--- config.mk ---
export PLATFORM = sky130hd
export DESIGN_NAME = popcount_seq_ctrl_flat
export DESIGN_NICKNAME = d
export VERILOG_FILES = /design/src/rtl/popcount_seq_ctrl_if.sv /design/src/rtl/popcount_seq_ctrl.sv /design/src/flat_wrapper.sv
export SDC_FILE = /design/constraint.sdc
export NUM_CORES = 1
export LEC_CHECK = 0
export BUFFER_PORTS_ARGS = -buffer_cell sky130_fd_sc_hd__buf_4
export CELL_PAD_IN_SITES_DETAIL_PLACEMENT = 2
export CELL_PAD_IN_SITES_GLOBAL_PLACEMENT = 2
export CORE_ASPECT_RATIO = 0.7
export CORE_MARGIN = 5
export CORE_UTILIZATION = 33
export CTS_BUF_LIST = sky130_fd_sc_hd__clkbuf_8
export CTS_CLUSTER_DIAMETER = 120
export CTS_CLUSTER_SIZE = 40
export DETAILED_ROUTE_END_ITERATION = 10
export PLACE_DENSITY = 0.74
export SYNTH_ARGS = -nofsm -noshare
export SYNTH_HDL_FRONTEND = slang
export SYNTH_SLANG_ARGS = --single-unit
--- constraint.sdc ---
create_clock -name clk -period 3.2 [get_ports clk]
set_clock_uncertainty 0.05 [all_clocks]
set_input_delay 0 -clock clk [delete_from_list [all_inputs] [get_ports clk]]
set_output_delay 0 -clock clk [all_outputs]
set_load 0.02 [all_outputs]
--- src/rtl/popcount_seq_ctrl_if.sv ---
// Handshake bundle for popcount_seq_ctrl: word in, count out.
// Latency: none (wires only).
// Backpressure: in_ready / out_ready carry it.
interface popcount_seq_ctrl_if #(
    parameter int WIDTH = 64
);
    localparam int CNT_W = $clog2(WIDTH + 1);

    logic             in_valid;
    logic             in_ready;
    logic [WIDTH-1:0] in_data;
    logic             out_valid;
    logic             out_ready;
    logic [CNT_W-1:0] out_count;

    modport master (
        output in_valid, in_data, out_ready,
        input  in_ready, out_valid, out_count
    );

    modport slave (
        input  in_valid, in_data, out_ready,
        output in_ready, out_valid, out_count
    );
endinterface

--- src/rtl/popcount_seq_ctrl.sv ---
// Wide popcount by feeding one byte per cycle into a shared 8-bit counter.
// Latency: result valid N_CHUNK cycles after the input handshake.
// Backpressure: one word in flight; in_ready stays low until the result is taken.
module popcount_int8 (
    input  logic [7:0] a,
    output logic [3:0] y
);
    always_comb begin
        y = 4'd0;
        for (int i = 0; i < 8; i++) begin
            y = y + {3'b000, a[i]};
        end
    end
endmodule

module popcount_seq_ctrl #(
    parameter int WIDTH = 64
) (
    input  logic               clk,
    input  logic               rst_n,
    input  logic               abort,
    output logic               busy,
    popcount_seq_ctrl_if.slave bus
);
    localparam int N_CHUNK = WIDTH / 8;
    localparam int CNT_W   = $clog2(WIDTH + 1);
    localparam int IDX_W   = (N_CHUNK > 1) ? $clog2(N_CHUNK) : 1;

    if (WIDTH < 8 || (WIDTH % 8) != 0) begin : g_bad_width
        $error("popcount_seq_ctrl: WIDTH must be a multiple of 8 and >= 8");
    end

    typedef enum logic [1:0] {IDLE, RUN, DONE} state_t;

    state_t           state, state_nxt;
    logic [WIDTH-1:0] shreg;
    logic [IDX_W-1:0] idx;
    logic [CNT_W-1:0] acc;
    logic [3:0]       chunk_cnt;
    logic             init_done;
    logic             accept;
    logic             last_chunk;

    popcount_int8 u_pc8 (
        .a (shreg[7:0]),
        .y (chunk_cnt)
    );

    assign accept     = bus.in_valid & bus.in_ready;
    assign last_chunk = (idx == IDX_W'(N_CHUNK - 1));

    always_ff @(posedge clk or negedge rst_n) begin
        if (!rst_n) begin
            state <= IDLE;
        end else begin
            state <= state_nxt;
        end
    end

    always_comb begin
        state_nxt     = state;
        bus.in_ready  = 1'b0;
        bus.out_valid = 1'b0;
        busy          = 1'b0;
        case (state)
            IDLE: begin
                // init_done holds off acceptance until the first edge after reset release
                bus.in_ready = !abort && init_done;
                if (accept) state_nxt = RUN;
            end
            RUN: begin
                busy = 1'b1;
                if (last_chunk) state_nxt = DONE;
            end
            DONE: begin
                busy          = 1'b1;
                bus.out_valid = 1'b1;
                if (bus.out_ready) state_nxt = IDLE;
            end
            default: state_nxt = IDLE;
        endcase
        if (abort) state_nxt = IDLE;
    end

    assign bus.out_count = bus.out_valid ? acc : '0;

    always_ff @(posedge clk or negedge rst_n) begin
        if (!rst_n) begin
            shreg     <= '0;
            idx       <= '0;
            acc       <= '0;
            init_done <= 1'b0;
        end else begin
            init_done <= 1'b1;
            if (abort) begin
                acc <= '0;
                idx <= '0;
            end else begin
                case (state)
                    IDLE: begin
                        if (accept) begin
                            shreg <= bus.in_data;
                            acc   <= '0;
                            idx   <= '0;
                        end
                    end
                    RUN: begin
                        acc   <= acc + CNT_W'(chunk_cnt);
                        shreg <= shreg >> 8;
                        idx   <= last_chunk ? '0 : idx + IDX_W'(1);
                    end
                    DONE: begin
                        if (bus.out_ready) acc <= '0;
                    end
                    default: ;
                endcase
            end
        end
    end
endmodule

--- src/flat_wrapper.sv ---
// flat-port wrapper written by rule: the top's interface ports become plain ports
module popcount_seq_ctrl_flat 
#(
    parameter int WIDTH = 64
)
  (clk, rst_n, abort, busy, bus_in_valid, bus_in_data, bus_out_ready, bus_in_ready, bus_out_valid, bus_out_count);
  popcount_seq_ctrl_if #(.WIDTH(WIDTH)) bus_i ();
  input  logic clk;
  input  logic rst_n;
  input  logic abort;
  output logic busy;
  input wire logic [$bits(bus_i.in_valid)-1:0] bus_in_valid;
  input wire logic [$bits(bus_i.in_data)-1:0] bus_in_data;
  input wire logic [$bits(bus_i.out_ready)-1:0] bus_out_ready;
  output wire logic [$bits(bus_i.in_ready)-1:0] bus_in_ready;
  output wire logic [$bits(bus_i.out_valid)-1:0] bus_out_valid;
  output wire logic [$bits(bus_i.out_count)-1:0] bus_out_count;
  assign bus_i.in_valid = bus_in_valid;
  assign bus_i.in_data = bus_in_data;
  assign bus_i.out_ready = bus_out_ready;
  assign bus_in_ready = bus_i.in_ready;
  assign bus_out_valid = bus_i.out_valid;
  assign bus_out_count = bus_i.out_count;
  popcount_seq_ctrl #(.WIDTH(WIDTH)) u_core (.clk(clk), .rst_n(rst_n), .abort(abort), .busy(busy), .bus(bus_i));
endmodule
==> metrics <==
VDD IR max=375.0 uV; RePlAce Congestion=0.7716; CTS tree=done; first-pass GRT wire length=20820 um; P&R area growth vs syn=39.56%; vias in the first global route=3968; period utilisation layout=105.2%; crit path launch type=flop; Num CTS Buffers=9; Die W=142.1 um; Synth Net Count=464; num rows=33; Initial Util=34.03%; All-Layer GR Usage=18.36%; fraction of layout cells with a size suffix above 1=25.38%; H-tree depth=3; R2R setup slack=-170 ps; largest net degree at the start of global routing=113; Pins Over Slew Limit=0; filler instances=1215; failing checks=setup timing; Power Density=747.9 nW/um2; Worst-Skew Late Latency=350 ps; register area share after synthesis=47.78%; leakage dissipation=2.493 nW; Synth Register Bits=77; kind of end point of the critical path=flop; vias per cell=4.905; layout net count=605; clk slew on worst S/H paths=90 ps; Die Ht=102.5 um; Cell Area, Synth=4033 um2; yosys warns=0; DP Wirelength=7861 um; DR WL/cell=18.57 um; min cycle time layout=3366 ps; CP required=3400 ps; clock sink total=77; syn_area_per_cell=10.67 um2; asr flop ratio synth=100.0%; HP Class=primary input to flop; DRT antenna net count=0; Worst EP arrival=3560 ps; IO Pins=79; fmax=297.1 MHz; worst-path maximum fanout=3; non-filler cells, final=682; I/O Buffers=78; Worst-Margin Slew=1047 ps; Post-synth EDFFs=0; status=finished, violations left; die area=14570 um2; Pwr Total=4.209 mW; grt ovf=0; Final Hold Vio Count=0; Unique masters post-synth=40; clock tree buffer depth=2; DRC=0; final setup fails=4; cell count after synthesis=378; Main synth FF type=dfrtp_1; setup TNS=-535.4 ps; Slew headroom=30.21%; WS Path Type=flop to flop; vias post-DR=3345; 1st-iter DRT viols=118; WL final=12670 um; DR pass1 iterations=4; CTS root buf=clkbuf_8; Placed Cells=595; initial antenna violation count=1; setup slack after layout=-166.1 ps; RSZ-0062 raised after global routing=true; Max Cap Viol=0; core area=11850 um2
[state kept, by name (all words and copies together) (netlist names)]
| signal | cells |
|---|---|
| u_core.shreg | 64 |
| u_core.init_done | 1 |
| u_core.acc | 7 |
| u_core.state | 2 |
| u_core.idx | 3 |
[per-stage QoR]
stage	utilization (%)	hold WS, ps	instance area, um2	setup WS (ps)
3_5_place_dp	39.83	175.9	4720	-175.1
3_3_place_gp	39.83	170.2	4720	-80.77
6_report	47.49	161.8	5628	-166.1
4_1_cts	47.39	138.8	5615	-163.4
5_1_grt	47.49	179.0	5628	-265.9
2_1_floorplan	-	-345.6	4035	29.64
[path summary, 6_finish.rpt]
check                              start                to  cells after the start
min                        bus_out_ready   u_core.state[1]                      4
max reg2reg                u_core.acc[0]     u_core.acc[6]                     11
min in group asynchronous          rst_n  u_core.init_done                      2
min reg2reg                u_core.acc[6]     u_core.acc[6]                      1
max                        u_core.acc[0]     u_core.acc[6]                     11
max in group asynchronous          rst_n     u_core.idx[2]                      2
[worst max-delay path, cell delays in order (launching register included)]
cell and delay [ps]:
dfrtp_1 410, fa_1 550, inv_1 50, fa_1 450
fa_1 510, fa_2 220, inv_2 40, fa_2 390
a211o_1 300, a21oi_2 130, o21ai_1 80, o31ai_1 80
[synth_stat cells, types with 2 or more instances]
library cell  count  area, um2
ha_1             12      150.1
inv_1            15      56.30
dfrtp_1          77       1927
nand2b_1          5      31.28
clkbuf_4          2      15.01
buf_2             8      40.04
buf_6             5      56.30
nor2_1           61      229.0
and2_1            9      56.30
nand3_1           2      10.01
mux2i_1          59      590.6
nand2_1          12      45.04
a21oi_2          18      157.7
a21oi_1          44      220.2
buf_4             7      52.55
o21ai_1           2      10.01
a211oi_1          2      15.01
o31ai_1           4      30.03
and3_1            2      12.51
fa_1              5      100.1
a22o_1            8      70.07
[report_power, final]
| group | leakage, nW | switching [mW] | internal [mW] | total [mW] |
|---|---|---|---|---|
| clock | 0.0988 | 0.372 | 0.356 | 0.728 |
| combinational | 1.51 | 0.976 | 0.967 | 1.94 |
| sequential | 0.886 | 0.228 | 1.31 | 1.54 |
[cell usage in the layout, fill, tap and decap left out, drive strengths merged, types with 2 or more instances in the layout]
cell	Yosys	layout
buf	20	87
dfrtp	77	77
dlygate4sd3	0	66
a21oi	62	62
nor2	61	61
mux2i	59	59
inv	15	15
nand2	12	12
ha	12	12
and2	9	9
clkbuf	3	9
a22o	8	8
nand2b	5	5
clkinv	0	5
fa	5	5
o31ai	4	4
o21ai	3	3
nand3	2	2
and3	2	2
a211oi	2	2
[layer usage]
| metal | wire length [um] | track usage [%] |
|---|---|---|
| met1 | 5535 | 22.20 |
| met2 | 6488 | 33.53 |
| met3 | 481 | 4.312 |
| met5 | 0 | 0 |
| met4 | 159 | 4.204 |
[repair_timing]
item                                    4_1_cts  5_1_grt
endpoints found under the setup margin        4        6
pin swaps                                     4        1
gates resized for setup                       6        1
hold endpoints to repair                    143        0
hold buffers                                 66        0
buffers inserted                              4        1
[kinds of logic (layout without fill, tap and decap cells)]
| group | after synthesis | after routing | share of synthesized area, % |
|---|---|---|---|
| adder cells (fa/ha/maj) | 17 | 17 | 6.205 |
| AND/OR/NAND/NOR | 96 | 96 | 10.30 |
| multiplexers | 60 | 60 | 14.92 |
| buffers and inverters | 38 | 184 | 5.553 |
| other | 1 | 2 | 0.09299 |
| XOR/XNOR | 1 | 1 | 0.2172 |
| AO/OA/AOI/OAI | 88 | 88 | 14.92 |
| flip-flops | 77 | 77 | 47.78 |
[area by class of cell]
type | instances | area (um2) | area share, %
flip-flops and latches | 77 | 1927 | 34.24
diodes | 1 | 2.502 | 0.04446
clock inverters | 7 | 66.31 | 1.178
clock buffers | 9 | 123.9 | 2.201
inverters | 15 | 56.30 | 1.000
repair buffers | 153 | 1330 | 23.63
multi-input cells | 263 | 1926 | 34.22
well taps | 157 | 196.4 | 3.490
Power figures use the tool's default switching activity.
